### src/rtl/loader_pkg.sv
// Shared types and constants for the ROM program loader.
//   state_e       : frame-parser FSM states
//   BYTE_W/WORD_W : UART byte and ROM word widths
//   LEN_W         : width of the big-endian frame length field
//   DEF_SYNC_BYTE : default frame start byte
package loader_pkg;

  localparam int unsigned BYTE_W = 8;
  localparam int unsigned WORD_W = 16;
  localparam int unsigned LEN_W  = 16;

  localparam logic [BYTE_W-1:0] DEF_SYNC_BYTE = 8'hA5;

  typedef enum logic [3:0] {
    ST_IDLE,
    ST_LEN_HI,
    ST_LEN_LO,
    ST_DATA_HI,
    ST_DATA_LO,
    ST_WRITE,
    ST_CHECK,
    ST_DONE,
    ST_ERROR
  } state_e;

endpackage

### src/rtl/rom_program_loader_if.sv
// Byte-stream input and ROM write / status output bundle of the loader.
//   rx_valid, rx_data, rx_ready : UART byte handshake (byte taken on valid & ready)
//   wr_en, wr_addr, wr_data     : ROM write port (one-cycle strobe)
//   cpu_hold, done, error       : boot status
// slave = loader side, master = byte source / ROM / CPU side.
interface rom_program_loader_if
  import loader_pkg::*;
#(
  parameter int unsigned ADDR_W = 15
);

  logic              rx_valid;
  logic [BYTE_W-1:0] rx_data;
  logic              rx_ready;
  logic              wr_en;
  logic [ADDR_W-1:0] wr_addr;
  logic [WORD_W-1:0] wr_data;
  logic              cpu_hold;
  logic              done;
  logic              error;

  modport master (
    output rx_valid, rx_data,
    input  rx_ready, wr_en, wr_addr, wr_data, cpu_hold, done, error
  );

  modport slave (
    input  rx_valid, rx_data,
    output rx_ready, wr_en, wr_addr, wr_data, cpu_hold, done, error
  );

endinterface

### src/rtl/loader_timeout.sv
// Inter-byte idle counter for the loader.
//   clk, reset : clock, async active-high reset
//   clr        : return count to zero (takes priority over en)
//   en         : count one idle cycle
//   expired_c  : count has reached TIMEOUT_CYCLES (combinational)
module loader_timeout #(
  parameter int unsigned TIMEOUT_CYCLES = 1000000
) (
  input  logic clk,
  input  logic reset,
  input  logic clr,
  input  logic en,
  output logic expired_c
);

  localparam int unsigned CNT_W = $clog2(TIMEOUT_CYCLES + 1);

  logic [CNT_W-1:0] cnt_q;

  assign expired_c = (cnt_q == CNT_W'(TIMEOUT_CYCLES));

  // Saturates at the limit so a stalled count cannot wrap back to zero.
  always_ff @(posedge clk or posedge reset) begin
    if (reset) begin
      cnt_q <= '0;
    end else if (clr) begin
      cnt_q <= '0;
    end else if (en && !expired_c) begin
      cnt_q <= cnt_q + CNT_W'(1);
    end
  end

endmodule

### src/rtl/rom_program_loader.sv
// Boot loader: frames a UART byte stream (sync, length, words, checksum) and
// writes the words into the instruction ROM, holding the CPU in reset until a
// complete image with a good checksum has been loaded.
//   clk, reset : clock, async active-high reset
//   bus        : rom_program_loader_if.slave (byte input, ROM write, status)
module rom_program_loader
  import loader_pkg::*;
#(
  parameter int unsigned       ADDR_W         = 15,
  parameter int unsigned       DEPTH          = 32768,
  parameter logic [BYTE_W-1:0] SYNC_BYTE      = DEF_SYNC_BYTE,
  parameter int unsigned       TIMEOUT_CYCLES = 1000000
) (
  input logic                 clk,
  input logic                 reset,
  rom_program_loader_if.slave bus
);

  state_e            state_q, state_n;
  logic [LEN_W-1:0]  len_q, len_n;
  logic [LEN_W-1:0]  cnt_q, cnt_n;
  logic [BYTE_W-1:0] hi_q, hi_n;
  logic [BYTE_W-1:0] chk_q, chk_n;
  logic [ADDR_W-1:0] addr_q, addr_n;
  logic [WORD_W-1:0] data_q, data_n;

  logic rx_ready_q, wr_en_q, cpu_hold_q, done_q, error_q;
  logic accept_c, tmo_win_c, tmo_expired_c;

  assign accept_c  = bus.rx_valid & rx_ready_q;
  assign tmo_win_c = (state_q inside {ST_LEN_HI, ST_LEN_LO, ST_DATA_HI,
                                      ST_DATA_LO, ST_CHECK});

  // Idle cycles are only counted inside a frame while a byte is awaited.
  loader_timeout #(
    .TIMEOUT_CYCLES(TIMEOUT_CYCLES)
  ) u_timeout (
    .clk      (clk),
    .reset    (reset),
    .clr      (accept_c | ~tmo_win_c),
    .en       (tmo_win_c & ~accept_c),
    .expired_c(tmo_expired_c)
  );

  // Next-state and datapath updates.
  always_comb begin
    state_n = state_q;
    len_n   = len_q;
    cnt_n   = cnt_q;
    hi_n    = hi_q;
    chk_n   = chk_q;
    addr_n  = addr_q;
    data_n  = data_q;

    if (tmo_win_c && tmo_expired_c) begin
      state_n = ST_ERROR;
    end else begin
      case (state_q)
        ST_IDLE, ST_DONE, ST_ERROR: begin
          if (accept_c && bus.rx_data == SYNC_BYTE) begin
            state_n = ST_LEN_HI;
            chk_n   = '0;
            cnt_n   = '0;
            addr_n  = '0;
          end
        end
        ST_LEN_HI: begin
          if (accept_c) begin
            len_n   = {bus.rx_data, len_q[BYTE_W-1:0]};
            state_n = ST_LEN_LO;
          end
        end
        ST_LEN_LO: begin
          if (accept_c) begin
            len_n = {len_q[LEN_W-1:BYTE_W], bus.rx_data};
            if (32'(len_n) > DEPTH)  state_n = ST_ERROR;
            else if (len_n == '0)    state_n = ST_CHECK;
            else                     state_n = ST_DATA_HI;
          end
        end
        ST_DATA_HI: begin
          if (accept_c) begin
            hi_n    = bus.rx_data;
            chk_n   = chk_q + bus.rx_data;
            state_n = ST_DATA_LO;
          end
        end
        ST_DATA_LO: begin
          if (accept_c) begin
            data_n  = {hi_q, bus.rx_data};
            chk_n   = chk_q + bus.rx_data;
            state_n = ST_WRITE;
          end
        end
        ST_WRITE: begin
          // The strobe cycle holds addr/data; they advance on the way out.
          addr_n  = addr_q + ADDR_W'(1);
          cnt_n   = cnt_q + LEN_W'(1);
          state_n = (cnt_n == len_q) ? ST_CHECK : ST_DATA_HI;
        end
        ST_CHECK: begin
          if (accept_c) begin
            state_n = (bus.rx_data == chk_q) ? ST_DONE : ST_ERROR;
          end
        end
        default: state_n = ST_IDLE;
      endcase
    end
  end

  // State, datapath and registered outputs (decoded from the next state).
  always_ff @(posedge clk or posedge reset) begin
    if (reset) begin
      state_q    <= ST_IDLE;
      len_q      <= '0;
      cnt_q      <= '0;
      hi_q       <= '0;
      chk_q      <= '0;
      addr_q     <= '0;
      data_q     <= '0;
      rx_ready_q <= 1'b1;
      wr_en_q    <= 1'b0;
      cpu_hold_q <= 1'b1;
      done_q     <= 1'b0;
      error_q    <= 1'b0;
    end else begin
      state_q    <= state_n;
      len_q      <= len_n;
      cnt_q      <= cnt_n;
      hi_q       <= hi_n;
      chk_q      <= chk_n;
      addr_q     <= addr_n;
      data_q     <= data_n;
      rx_ready_q <= (state_n != ST_WRITE);
      wr_en_q    <= (state_n == ST_WRITE);
      cpu_hold_q <= (state_n != ST_DONE);
      done_q     <= (state_n == ST_DONE);
      error_q    <= (state_n == ST_ERROR);
    end
  end

  assign bus.rx_ready = rx_ready_q;
  assign bus.wr_en    = wr_en_q;
  assign bus.wr_addr  = addr_q;
  assign bus.wr_data  = data_q;
  assign bus.cpu_hold = cpu_hold_q;
  assign bus.done     = done_q;
  assign bus.error    = error_q;

endmodule

### src/flat_wrapper.sv
// flat-port wrapper written by rule: the top's interface ports become plain ports
module rom_program_loader_flat import loader_pkg::*;
#(
  parameter int unsigned       ADDR_W         = 15,
  parameter int unsigned       DEPTH          = 32768,
  parameter logic [BYTE_W-1:0] SYNC_BYTE      = DEF_SYNC_BYTE,
  parameter int unsigned       TIMEOUT_CYCLES = 1000000
)
  (clk, reset, bus_rx_valid, bus_rx_data, bus_rx_ready, bus_wr_en, bus_wr_addr, bus_wr_data, bus_cpu_hold, bus_done, bus_error);
  rom_program_loader_if #(.ADDR_W(ADDR_W)) bus_i ();
  input logic clk;
  input logic reset;
  input wire logic [$bits(bus_i.rx_valid)-1:0] bus_rx_valid;
  input wire logic [$bits(bus_i.rx_data)-1:0] bus_rx_data;
  output wire logic [$bits(bus_i.rx_ready)-1:0] bus_rx_ready;
  output wire logic [$bits(bus_i.wr_en)-1:0] bus_wr_en;
  output wire logic [$bits(bus_i.wr_addr)-1:0] bus_wr_addr;
  output wire logic [$bits(bus_i.wr_data)-1:0] bus_wr_data;
  output wire logic [$bits(bus_i.cpu_hold)-1:0] bus_cpu_hold;
  output wire logic [$bits(bus_i.done)-1:0] bus_done;
  output wire logic [$bits(bus_i.error)-1:0] bus_error;
  assign bus_i.rx_valid = bus_rx_valid;
  assign bus_i.rx_data = bus_rx_data;
  assign bus_rx_ready = bus_i.rx_ready;
  assign bus_wr_en = bus_i.wr_en;
  assign bus_wr_addr = bus_i.wr_addr;
  assign bus_wr_data = bus_i.wr_data;
  assign bus_cpu_hold = bus_i.cpu_hold;
  assign bus_done = bus_i.done;
  assign bus_error = bus_i.error;
  rom_program_loader #(.ADDR_W(ADDR_W), .DEPTH(DEPTH), .SYNC_BYTE(SYNC_BYTE), .TIMEOUT_CYCLES(TIMEOUT_CYCLES)) u_core (.clk(clk), .reset(reset), .bus(bus_i));
endmodule
### config.mk
export PLATFORM = sky130hd
export DESIGN_NAME = rom_program_loader_flat
export DESIGN_NICKNAME = d
export VERILOG_FILES = /design/src/rtl/loader_pkg.sv /design/src/rtl/rom_program_loader_if.sv /design/src/rtl/loader_timeout.sv /design/src/rtl/rom_program_loader.sv /design/src/flat_wrapper.sv
export SDC_FILE = /design/constraint.sdc
export NUM_CORES = 1
export LEC_CHECK = 0
export BUFFER_PORTS_ARGS = -buffer_cell sky130_fd_sc_hd__buf_2
export CAP_MARGIN = 20
export CORE_MARGIN = 3
export CORE_UTILIZATION = 26
export CTS_CLUSTER_DIAMETER = 40
export DETAILED_ROUTE_END_ITERATION = 10
export GPL_TIMING_DRIVEN = 0
export HOLD_SLACK_MARGIN = 0.03
export SLEW_MARGIN = 20
export SYNTH_ARGS = -nofsm -noshare
export SYNTH_HDL_FRONTEND = slang
export SYNTH_SLANG_ARGS = --single-unit
### constraint.sdc
create_clock -name clk -period 4.6 [get_ports clk]
set_clock_uncertainty 0.2 [all_clocks]
set_input_delay 0.92 -clock clk [delete_from_list [all_inputs] [get_ports clk]]
set_output_delay 0.92 -clock clk [all_outputs]
set_load 0.005 [all_outputs]
# Word level (Yosys, flattened, before mapping)
# Index checks and enable logic that the tools add are counted.
totals:
  reg_bits: 108
  inputBits: 11
  output_inout_bits: 36
  wordCells: 88
classes:
  addsub: 4
  n_lt_le_gt_ge: 1
  eq_ne: 19
  n_mux: 24
  n_bitwise: 8
  reduce_logical: 18
op_table:
  columns: ["operator", "n"]
  rows:
  - ["$pmux W16 S2", 2]
  - ["$mux W20", 2]
  - ["$mux W4", 9]
  - ["$mux W16", 2]
  - ["$pmux W15 S2", 1]
  - ["$pmux W4 S7", 1]
  - ["$eq A4 B3 Y1 const B", 6]
  - ["$mux W8", 3]
  - ["$add A20 B1 Y20 const B", 1]
  - ["$eq A20 B20 Y1 const B", 1]
  - ["$add A16 B1 Y16 const B", 1]
  - ["$eq A16 B16 Y1", 1]
  - ["$gt A16 B16 Y1 const B", 1]
  - ["$logic_not A16 Y1", 1]
  - ["$pmux W8 S2", 1]
  - ["$add A15 B1 Y15 const B", 1]
  - ["$mux W15", 1]
  - ["$reduce_and A4 Y1", 3]
  - ["$reduce_and A3 Y1", 3]
  - ["$add A8 B8 Y8", 1]
  - ["$eq A4 B2 Y1 const B", 2]
  - ["$eq A4 B4 Y1 const B", 2]
  - ["$eq A8 B8 Y1", 1]
  - ["$eq A8 B8 Y1 const B", 1]
  - ["other kinds (14)", 26]

# Logic depth before layout (Yosys ltp)
# Gate-level depths: netlist of run 1.
logic_depth:
  word_depth: 7
  depth_mapped: 10
  depth_no_buf: 10

# Cells and area by module
# A second synthesis of run 1 with hierarchy kept.
hier_totals:
  hier_cells: 642
  hier_area_um2: 5962.0
by_module_without_submodules:
  columns: ["module", "n_inst", "cells_per_inst", "area_each_um2", "seq_area_each_um2"]
  rows:
  - ["rom_program_loader", 1, 523, 4838.4, 2204.6]
  - ["loader_timeout", 1, 119, 1123.6, 500.5]

# Worst setup path after synthesis of run 1
# No wires, ideal clock.
synth_path:
  path_kind: "input to register"
  startpoint: "input bus_rx_data[1]"
  endpoint: "register u_core.addr_q[14], in the netlist u_core.bus.wr_addr[14]"
  setup_ps: 132
  t_arrival_ps: 2799
  required_ps: 4268
  setup_slack_ps: 1469
  path_stages: 8
  n_path_buf: 1
  cell_sequence: "or4_4 a2111oi_4 nor2_2 and4b_1 buf_2 nand4_1 xor2_1 nor2_1"
synth_via:
  elab_chain_cells: 4
synth_lines:
  columns: ["item", "line_no", "source"]
  rows:
  - ["from (decl)", "flat_wrapper.sv:14", "input wire logic [$bits(bus_i.rx_data)-1:0] bus_rx_data;"]
  - ["$eq A8 B8 Y1", "rom_program_loader.sv:60", "if (accept_c && bus.rx_data == SYNC_BYTE) begin"]
  - ["$logic_and A1 B1 Y1", "rom_program_loader.sv:60", null]
  - ["$ne A2 B1 Y1 (no line)", null, null]
  - ["$reduce_and A3 Y1 (no line)", null, null]
  - ["to (signal assigned)", "rom_program_loader.sv:132", "addr_q <= addr_n;"]
  - ["to (decl)", "rom_program_loader.sv:24", "logic [ADDR_W-1:0] addr_q, addr_n;"]
# No other way between the ends.
# A chain may end at the register's enable or synchronous reset.

# Final worst setup path of run 1
layout_path:
  startpoint: "register u_core.u_timeout.cnt_q[0]"
  endpoint: "register u_core.data_q[3], in the netlist u_core.bus.wr_data[3]"
layout_via:
  elab_chain_cells: 4
layout_lines:
  columns: ["item", "line_no", "source"]
  rows:
  - ["from (decl)", "loader_timeout.sv:18", "logic [CNT_W-1:0] cnt_q;"]
  - ["from (signal assigned)", "loader_timeout.sv:29", "cnt_q <= cnt_q + CNT_W'(1);"]
  - ["$eq A20 B20 Y1", "loader_timeout.sv:20", "assign expired_c = (cnt_q == CNT_W'(TIMEOUT_CYCLES));"]
  - ["$logic_and A1 B1 Y1", "rom_program_loader.sv:55", "if (tmo_win_c && tmo_expired_c) begin"]
  - ["$not A1 Y1 (no line)", null, null]
  - ["$reduce_and A3 Y1 (no line)", null, null]
  - ["to (signal assigned)", "rom_program_loader.sv:133", "data_q <= data_n;"]
  - ["to (decl)", "rom_program_loader.sv:25", "logic [WORD_W-1:0] data_q, data_n;"]
# No other way between the ends.

==> flow_results.xml, run 1 <==
<?xml version="1.0" encoding="UTF-8"?>
<metrics>
  <group name="power_and_ir_drop">
    <metric name="power.internal" unit="mW">2.02</metric>
    <metric name="seqPwrFrac" unit="%">43.7</metric>
    <metric name="combinationalPowerShare" unit="%">32.2</metric>
    <metric name="p_clk_share" unit="%">24.1</metric>
    <metric name="switching_share" unit="%">35.3</metric>
    <metric name="peakVddDrop" unit="µV">216</metric>
    <metric name="netSwitchingPower" unit="mW">1.10</metric>
    <metric name="leakage" unit="nW">2.79</metric>
    <metric name="overall_power" unit="mW">3.12</metric>
    <metric name="p_per_area" unit="mW/mm²">476</metric>
  </group>
  <group name="sta">
    <metric name="final_min_period_over_clock_period" unit="%">75.6</metric>
    <metric name="post-route-min-period" unit="ns">3.48</metric>
    <metric name="maxSlewHeadroom" unit="%">43.6</metric>
    <metric name="timing_max_transition_violations_final" unit="">0</metric>
    <metric name="finalSetupViolations" unit="">0</metric>
    <metric name="rsz0062_at_grt" unit="">no</metric>
    <metric name="maxClockFrequency" unit="MHz">288</metric>
    <metric name="timing_worst_slew_pin_value" unit="ns">0.844</metric>
    <metric name="setup_ws_final" unit="ns">1.12</metric>
    <metric name="finalHoldViolCount" unit="">0</metric>
  </group>
  <group name="clock_network">
    <metric name="cts_resized" unit="">0</metric>
    <metric name="tritoncts_clock_tree" unit="">built</metric>
    <metric name="numCtsBuffers" unit="">9</metric>
    <metric name="holdBufCountCts" unit="">0</metric>
    <metric name="clock_insertion_delay_worst_skew" unit="ns">0.36</metric>
    <metric name="total_clock_sinks" unit="">108</metric>
    <metric name="clk_pin_slew_worst_paths" unit="ns">0.07</metric>
    <metric name="clock_tree.root_cell" unit="">sky130_fd_sc_hd__clkbuf_16</metric>
    <metric name="cts_max_level" unit="">3</metric>
    <metric name="post_cts_setup_bufs" unit="">0</metric>
    <metric name="maximum_clock_insertion_buffer_count" unit="">2</metric>
  </group>
  <group name="global_routing">
    <metric name="grt_pass1_vias" unit="">4323</metric>
    <metric name="grt.overflow.total" unit="">0</metric>
    <metric name="grt_max_degree" unit="">73</metric>
    <metric name="total_track_usage" unit="%">11.5</metric>
    <metric name="wire_length_of_the_first_global_routing_pass" unit="mm">22.2</metric>
    <metric name="grt_antenna_before_repair" unit="">0</metric>
  </group>
  <group name="cells_and_area">
    <metric name="antenna-diode-count" unit="">0</metric>
    <metric name="sequential_cell_area" unit="mm²">0.00271</metric>
    <metric name="fillCellCount" unit="">2203</metric>
    <metric name="drive_gt1_share" unit="%">15.8</metric>
    <metric name="layout.nets" unit="">668</metric>
    <metric name="areaGrowthSynthToFinish" unit="%">15.5</metric>
    <metric name="commonest_non_fill_non_tap_cell_in_the_layout" unit="">sky130_fd_sc_hd__dfrtp_1</metric>
    <metric name="commonest_non_fill_non_tap_cells_in_the_layout" unit="">sky130_fd_sc_hd__dfrtp_1 (106), sky130_fd_sc_hd__nor2_1 (68), sky130_fd_sc_hd__nand2_1 (67)</metric>
    <metric name="finalCoreUtilization" unit="%">30.9</metric>
    <metric name="multi_input_comb_area" unit="mm²">0.00283</metric>
    <metric name="post_layout_nonfiller_instances" unit="">925</metric>
  </group>
  <group name="drt">
    <metric name="antenna_violating_nets_post_route" unit="">0</metric>
    <metric name="drc" unit="">0</metric>
    <metric name="routed_wirelength" unit="mm">13.3</metric>
    <metric name="route.vias.total" unit="">4436</metric>
    <metric name="detailedRoute.firstIterationViolations" unit="">339</metric>
    <metric name="first_pass_iters" unit="">4</metric>
    <metric name="wl_per_cell" unit="µm">14.4</metric>
    <metric name="post_drt_via_cell_ratio" unit="">4.80</metric>
  </group>
  <group name="place">
    <metric name="dpl.hpwl" unit="mm">9.51</metric>
    <metric name="number_of_buffers_added_on_ports" unit="">45</metric>
    <metric name="place_ws" unit="ns">0.864</metric>
    <metric name="dp_cells" unit="">909</metric>
    <metric name="gp_congestion" unit="">0.818</metric>
  </group>
  <group name="synth">
    <metric name="synth-edff-count" unit="">0</metric>
    <metric name="synthFlopType" unit="">sky130_fd_sc_hd__dfrtp_1</metric>
    <metric name="mappedNetlistArea" unit="mm²">0.00567</metric>
    <metric name="synth.ff_latch_count" unit="">108</metric>
    <metric name="synth.distinct_cells" unit="">56</metric>
    <metric name="synth.yosys.warnings" unit="">0</metric>
    <metric name="synth_top_area_share" unit="%">46.8</metric>
    <metric name="fraction_of_the_yosys_area_taken_by_sequential_cells" unit="%">47.7</metric>
    <metric name="synthesis.instances" unit="">588</metric>
    <metric name="synth_fp_nets" unit="">611</metric>
    <metric name="synth.area.top_cells" unit="">sky130_fd_sc_hd__dfrtp_1 (47%), sky130_fd_sc_hd__mux2_2 (6.0%), sky130_fd_sc_hd__xnor2_1 (4.6%)</metric>
    <metric name="synth_async_sr_flop_share" unit="%">100</metric>
    <metric name="yosysTopAreaCell" unit="">sky130_fd_sc_hd__dfrtp_1</metric>
    <metric name="synth.avg_cell_area" unit="µm²">9.65</metric>
  </group>
  <group name="worst_setup_path">
    <metric name="critical_path_class" unit="">register to register</metric>
    <metric name="crit_path_frequent_cell" unit="">sky130_fd_sc_hd__inv_1</metric>
    <metric name="critical_path.reg2reg.startpoint" unit="">u_core.u_timeout.cnt_q[0]</metric>
    <metric name="regToRegSetupSlack" unit="ns">1.12</metric>
    <metric name="slowest_stage" unit="">sky130_fd_sc_hd__nand4_1</metric>
    <metric name="critPathBufInv" unit="">3</metric>
    <metric name="r2r.worst_path.cells" unit="">9</metric>
    <metric name="timing.critical_path.slowest_cell_delay" unit="ns">0.54</metric>
    <metric name="cp_cell_sequence" unit="">inv_1 -&gt; ha_1 -&gt; nand4b_1 -&gt; or4_1 -&gt; nor3_2 -&gt; inv_1 -&gt; nand4_1 -&gt; buf_2 -&gt; mux2_2</metric>
    <metric name="worstReg2RegEnd" unit="">u_core.bus.wr_data[3]</metric>
    <metric name="crit_required" unit="ns">4.65</metric>
    <metric name="crit_path_start" unit="">u_core.u_timeout.cnt_q[0]</metric>
    <metric name="critical_path.max_fanout" unit="">10</metric>
    <metric name="worst_path_dominant_cell_family" unit="">simple AND/OR/NAND/NOR gates</metric>
    <metric name="crit_path_end_kind" unit="">register</metric>
    <metric name="setup.worst_path.start_class" unit="">register</metric>
    <metric name="worst-endpoint-arrival" unit="ns">3.52</metric>
  </group>
  <group name="job">
    <metric name="count_of_maximum_capacitance_violations" unit="">0</metric>
  </group>
  <group name="hold_path">
    <metric name="worst_hold_startpoint" unit="">u_core.chk_q[3]</metric>
    <metric name="hold_end" unit="">u_core.chk_q[3]</metric>
    <metric name="whs_path_depth" unit="">2</metric>
    <metric name="worstHoldPathType" unit="">register to register</metric>
  </group>
  <group name="die">
    <metric name="die-area" unit="mm²">0.0236</metric>
    <metric name="core_region_area" unit="mm²">0.0212</metric>
    <metric name="initial_cell_density_of_the_core" unit="%">26.7</metric>
    <metric name="ios" unit="">47</metric>
    <metric name="die_h" unit="µm">154</metric>
    <metric name="fp.dieW" unit="µm">154</metric>
    <metric name="floorplan.rows" unit="">53</metric>
  </group>
  <group name="run_status">
    <metric name="run_status" unit="">completed</metric>
  </group>
</metrics>
## how the worst max path moves through the flow
stage | to | slack [ns] | cells past startpoint
6_report | u_core.bus.wr_data[3] | 1.12 | 9
3_3_place_gp | u_core.bus.wr_data[12] | -0.91 | 2
2_1_floorplan | u_core.bus.done | 0.64 | 1
3_5_place_dp | u_core.bus.wr_addr[14] | 0.86 | 9
5_1_grt | u_core.bus.wr_data[4] | 0.91 | 9
4_1_cts | u_core.bus.wr_data[4] | 1.10 | 9
## worst register-to-register path, stage by stage (launching register included)
cell and delay, ns:
sky130_fd_sc_hd__dfrtp_1 0.41, sky130_fd_sc_hd__inv_1 0.11, sky130_fd_sc_hd__ha_1 0.18, sky130_fd_sc_hd__nand4b_1 0.11
sky130_fd_sc_hd__or4_1 0.44, sky130_fd_sc_hd__nor3_2 0.48, sky130_fd_sc_hd__inv_1 0.15, sky130_fd_sc_hd__nand4_1 0.54
sky130_fd_sc_hd__buf_2 0.38, sky130_fd_sc_hd__mux2_2 0.37
## per-stage QoR
step | hold WS (ns) | setup TNS (ns) | instance area, µm²
after global placement | 0.264 | -95.04 | 6240
after detailed placement | 0.274 | 0 | 6270
after global routing | 0.317 | 0 | 6550
after CTS | 0.291 | 0 | 6550
final | 0.285 | 0 | 6550
after floorplan | 0.246 | 0 | 5670
## metal layers
metal  wire length [µm]  up-vias  GRT usage (%)
met5                  0        -              0
met3                451       14           2.31
met4                277        0           4.08
met2               6190       76           18.2
li1                   -     2189              -
met1               6420     2157           15.7
## sequential cells by signal, summed over array words and instances (netlist names)
signal / count
u_core.bus.cpu_hold: 1
u_core.bus.done: 1
u_core.bus.rx_ready: 1
u_core.len_q: 16
u_core.u_timeout.cnt_q: 20
u_core.bus.wr_addr: 15
u_core.bus.error: 1
u_core.bus.wr_en: 1
u_core.state_q: 4
u_core.hi_q: 8
u_core.cnt_q: 16
u_core.chk_q: 8
u_core.bus.wr_data: 16
## area by class of cell
| cell class | instances | area share (%) |
|---|---|---|
| Timing Repair Buffer | 46 | 3.86 |
| Tap cell | 275 | 5.25 |
| Buffer | 26 | 1.53 |
| Clock buffer | 11 | 3.55 |
| Inverter | 10 | 0.650 |
| Sequential cell | 108 | 41.3 |
| Multi-Input combinational cell | 444 | 43.2 |
| Clock inverter | 5 | 0.650 |
## power by group through the flow
| stage | clock [mW] | sequential [mW] | combinational [mW] |
|---|---|---|---|
| 6_report | 0.751 | 1.36 | 1.00 |
| 5_1_grt | 0.815 | 1.40 | 1.14 |
| 4_1_cts | 0.779 | 1.37 | 1.01 |
| 3_5_place_dp | 0 | 1.38 | 1.01 |
| 3_3_place_gp | 0 | 1.38 | 0.984 |
| 2_1_floorplan | 0 | 1.34 | 0.728 |
## logic make-up (layout without fill, tap and decap cells)
| kind of cell | after synthesis | after routing | synth area share (%) |
|---|---|---|---|
| AND/OR/NAND/NOR | 239 | 239 | 20.3 |
| flip-flops | 108 | 108 | 47.7 |
| AO/OA/AOI/OAI | 102 | 102 | 11.3 |
| XOR/XNOR | 58 | 58 | 8.96 |
| buffers and inverters | 36 | 98 | 2.43 |
| multiplexers | 33 | 33 | 6.49 |
| adder cells (fa/ha/maj) | 12 | 12 | 2.78 |
## synthesized netlist by cell type, drive strengths merged (2+ instances only)
| library cell | count |
|---|---|
| dfrtp | 106 |
| nor2 | 69 |
| nand2 | 67 |
| o21ai | 42 |
| mux2 | 30 |
| nand3 | 30 |
| xnor2 | 30 |
| xor2 | 28 |
| clkbuf | 24 |
| a21oi | 18 |
| nand4 | 13 |
| ha | 11 |
| nor3 | 11 |
| o31ai | 11 |
| inv | 10 |
| and3 | 8 |
| nor4 | 8 |
| nor2b | 7 |
| a21o | 5 |
| a31oi | 5 |
| nor3b | 4 |
| o41ai | 4 |
| and2 | 3 |
| and4 | 3 |
| mux2i | 3 |
| o22ai | 3 |
| or4 | 3 |
| a2111oi | 2 |
| buf | 2 |
| dfstp | 2 |
| nand2b | 2 |
| nand3b | 2 |
| nand4b | 2 |
| or2 | 2 |
| or3 | 2 |
Note: power is estimated with default switching activity, not from simulation.
==> inputs of run 2 (changes only) <==
==> constraint.sdc (replaced) <==
create_clock -name clk -period 3.6 [get_ports clk]
set_clock_uncertainty 0.2 [all_clocks]
set_input_delay 0.72 -clock clk [delete_from_list [all_inputs] [get_ports clk]]
set_output_delay 0.72 -clock clk [all_outputs]
set_load 0.005 [all_outputs]
==> flow_results.xml, run 2 (synthesized netlist as in run 1, its figures left out) <==
<?xml version="1.0" encoding="UTF-8"?>
<metrics>
  <group name="die">
    <metric name="die_h" unit="µm">154</metric>
    <metric name="ios" unit="">47</metric>
    <metric name="die-area" unit="mm²">0.0236</metric>
    <metric name="fp.dieW" unit="µm">154</metric>
    <metric name="core_region_area" unit="mm²">0.0212</metric>
    <metric name="initial_cell_density_of_the_core" unit="%">26.7</metric>
    <metric name="floorplan.rows" unit="">53</metric>
  </group>
  <group name="power_and_ir_drop">
    <metric name="peakVddDrop" unit="µV">261</metric>
    <metric name="netSwitchingPower" unit="mW">1.39</metric>
    <metric name="p_per_area" unit="mW/mm²">603</metric>
    <metric name="p_clk_share" unit="%">24.1</metric>
    <metric name="power.internal" unit="mW">2.59</metric>
    <metric name="seqPwrFrac" unit="%">43.8</metric>
    <metric name="leakage" unit="nW">2.81</metric>
    <metric name="combinationalPowerShare" unit="%">32.1</metric>
    <metric name="switching_share" unit="%">35.0</metric>
  </group>
  <group name="global_routing">
    <metric name="total_track_usage" unit="%">11.6</metric>
    <metric name="grt_max_degree" unit="">32</metric>
    <metric name="grt.overflow.total" unit="">0</metric>
    <metric name="wire_length_of_the_first_global_routing_pass" unit="mm">22.4</metric>
    <metric name="grt_antenna_before_repair" unit="">0</metric>
    <metric name="grt_pass1_vias" unit="">4282</metric>
  </group>
  <group name="worst_setup_path">
    <metric name="timing.critical_path.slowest_cell_delay" unit="ns">0.73</metric>
    <metric name="critical_path_class" unit="">input port to register</metric>
    <metric name="worst-endpoint-arrival" unit="ns">3.22</metric>
    <metric name="crit_required" unit="ns">3.63</metric>
    <metric name="crit_path_frequent_cell" unit="">sky130_fd_sc_hd__nand4_1</metric>
    <metric name="r2r.worst_path.cells" unit="">9</metric>
    <metric name="crit_path_end_kind" unit="">register</metric>
    <metric name="cp_cell_sequence" unit="">clkbuf_1 -&gt; nand4_1 -&gt; a2111oi_4 -&gt; nor2_2 -&gt; and4b_1 -&gt; buf_2 -&gt; nand4_1 -&gt; xor2_1 -&gt; nor2_1</metric>
    <metric name="slowest_stage" unit="">sky130_fd_sc_hd__a2111oi_4</metric>
    <metric name="critical_path.max_fanout" unit="">10</metric>
    <metric name="setup.worst_path.start_class" unit="">input port</metric>
  </group>
  <group name="cells_and_area">
    <metric name="drive_gt1_share" unit="%">16.2</metric>
    <metric name="layout.nets" unit="">671</metric>
    <metric name="antenna-diode-count" unit="">0</metric>
    <metric name="areaGrowthSynthToFinish" unit="%">16.3</metric>
    <metric name="post_layout_nonfiller_instances" unit="">928</metric>
    <metric name="commonest_non_fill_non_tap_cells_in_the_layout" unit="">sky130_fd_sc_hd__dfrtp_1 (106), sky130_fd_sc_hd__nor2_1 (68), sky130_fd_sc_hd__nand2_1 (67)</metric>
    <metric name="commonest_non_fill_non_tap_cell_in_the_layout" unit="">sky130_fd_sc_hd__dfrtp_1</metric>
    <metric name="multi_input_comb_area" unit="mm²">0.00283</metric>
    <metric name="largest_register_ff_count" unit="">20</metric>
    <metric name="fillCellCount" unit="">2229</metric>
    <metric name="top_register" unit="">u_core.u_timeout.cnt_q</metric>
    <metric name="sequential_cell_area" unit="mm²">0.00271</metric>
  </group>
  <group name="clock_network">
    <metric name="numCtsBuffers" unit="">9</metric>
    <metric name="cts_max_level" unit="">3</metric>
    <metric name="tritoncts_clock_tree" unit="">built</metric>
    <metric name="holdBufCountCts" unit="">0</metric>
    <metric name="clock_tree.root_cell" unit="">sky130_fd_sc_hd__clkbuf_16</metric>
    <metric name="cts_resized" unit="">0</metric>
    <metric name="total_clock_sinks" unit="">108</metric>
    <metric name="maximum_clock_insertion_buffer_count" unit="">2</metric>
    <metric name="clk_pin_slew_worst_paths" unit="ns">0.08</metric>
    <metric name="clock_insertion_delay_worst_skew" unit="ns">0.36</metric>
  </group>
  <group name="sta">
    <metric name="post-route-min-period" unit="ns">3.19</metric>
    <metric name="fin_tns_setup" unit="ns">0</metric>
    <metric name="rsz0062_at_grt" unit="">no</metric>
    <metric name="timing_max_transition_violations_final" unit="">0</metric>
    <metric name="finalHoldViolCount" unit="">0</metric>
    <metric name="timing_worst_slew_pin_value" unit="ns">0.812</metric>
    <metric name="finalSetupViolations" unit="">0</metric>
    <metric name="final_min_period_over_clock_period" unit="%">88.6</metric>
    <metric name="maxClockFrequency" unit="MHz">313</metric>
    <metric name="maxSlewHeadroom" unit="%">45.8</metric>
    <metric name="setup_ws_final" unit="ns">0.409</metric>
  </group>
  <group name="place">
    <metric name="dp_cells" unit="">911</metric>
    <metric name="place_ws" unit="ns">0.00623</metric>
    <metric name="dpl.hpwl" unit="mm">9.67</metric>
    <metric name="number_of_buffers_added_on_ports" unit="">45</metric>
    <metric name="gp_congestion" unit="">0.802</metric>
  </group>
  <group name="drt">
    <metric name="routed_wirelength" unit="mm">13.2</metric>
    <metric name="antenna_violating_nets_post_route" unit="">0</metric>
    <metric name="detailedRoute.firstIterationViolations" unit="">228</metric>
    <metric name="first_pass_iters" unit="">4</metric>
    <metric name="route.vias.total" unit="">4397</metric>
    <metric name="drc" unit="">0</metric>
    <metric name="post_drt_via_cell_ratio" unit="">4.74</metric>
    <metric name="wl_per_cell" unit="µm">14.2</metric>
  </group>
  <group name="hold_path">
    <metric name="worstHoldPathType" unit="">input port to asynchronous set/reset pin</metric>
  </group>
  <group name="run_status">
    <metric name="run_status" unit="">completed</metric>
  </group>
  <group name="job">
    <metric name="count_of_maximum_capacitance_violations" unit="">0</metric>
  </group>
</metrics>
-- run 2: cell count changes in the layout (fill, tap and decap cells not counted), sizes merged --
cell and change:
buf +3, clkinvlp +1, inv -1
-- run 2: final cells by class --
| cell class | instances | area share, % |
|---|---|---|
| Clock buffer | 11 | 3.53 |
| Buffer | 26 | 1.52 |
| Tap cell | 275 | 5.22 |
| Multi-Input combinational cell | 444 | 42.9 |
| Clock inverter | 5 | 0.683 |
| Inverter | 10 | 0.626 |
| Timing Repair Buffer | 49 | 4.55 |
| Sequential cell | 108 | 41.0 |
-- run 2: final timing paths --
| path | slack (ns) | from | to |
|---|---|---|---|
| worst max-delay path | 0.41 | bus_rx_data[7] | u_core.bus.wr_addr[14] |
| worst min-delay path | 0.24 | reset | u_core.bus.wr_data[8] |
| worst max register to register | 0.43 | u_core.u_timeout.cnt_q[0] | u_core.bus.wr_data[5] |
| worst min register to register | 0.29 | u_core.chk_q[5] | u_core.chk_q[5] |
| max in group asynchronous | 1.92 | reset | u_core.bus.cpu_hold |
| min in group clk | 0.29 | u_core.chk_q[5] | u_core.chk_q[5] |
-- run 2: power by group through the flow --
stage	registers [mW]	clock network, mW	logic [mW]
2_1_floorplan	1.71	0	0.931
3_3_place_gp	1.76	0	1.26
3_5_place_dp	1.77	0	1.28
4_1_cts	1.75	0.996	1.29
5_1_grt	1.79	1.04	1.46
6_report	1.74	0.958	1.28
-- run 2: per-stage QoR --
step / instance area, µm² / utilization (%) / hold slack (ns) / total power [mW]
floorplan: 5680 / - / 0.246 / 2.64
global placement: 6240 / 29.4 / 0.266 / 3.02
detailed placement: 6310 / 29.7 / 0.272 / 3.05
CTS: 6600 / 31.1 / 0.249 / 4.03
global route: 6600 / 31.1 / 0.272 / 4.29
finish: 6600 / 31.1 / 0.235 / 3.98
-- run 2: metal layers --
metal	global-route usage (%)	vias to the layer above	wire [µm]	part of all wire, %
met1	15.9	2115	6390	48
met4	3.78	0	258	2.0
met5	0	-	0	0
li1	-	2185	-	-
met2	18.3	77	5980	45
met3	2.62	20	584	4.4
-- run 2: timing repair --
item / in CTS / in global routing
setup buffers: 1 / 0
endpoints found under the setup margin: 6 / 0
hold endpoints to repair: 0 / 0
-- run 2: critical path, delay by kind of cell --
kind	cells	cell delay [ns]
and+or+nand+nor	5	1.00
AOI/OAI and AO/OA	1	0.73
buffers and inverters	2	0.62
xor gates and xnor gates	1	0.15
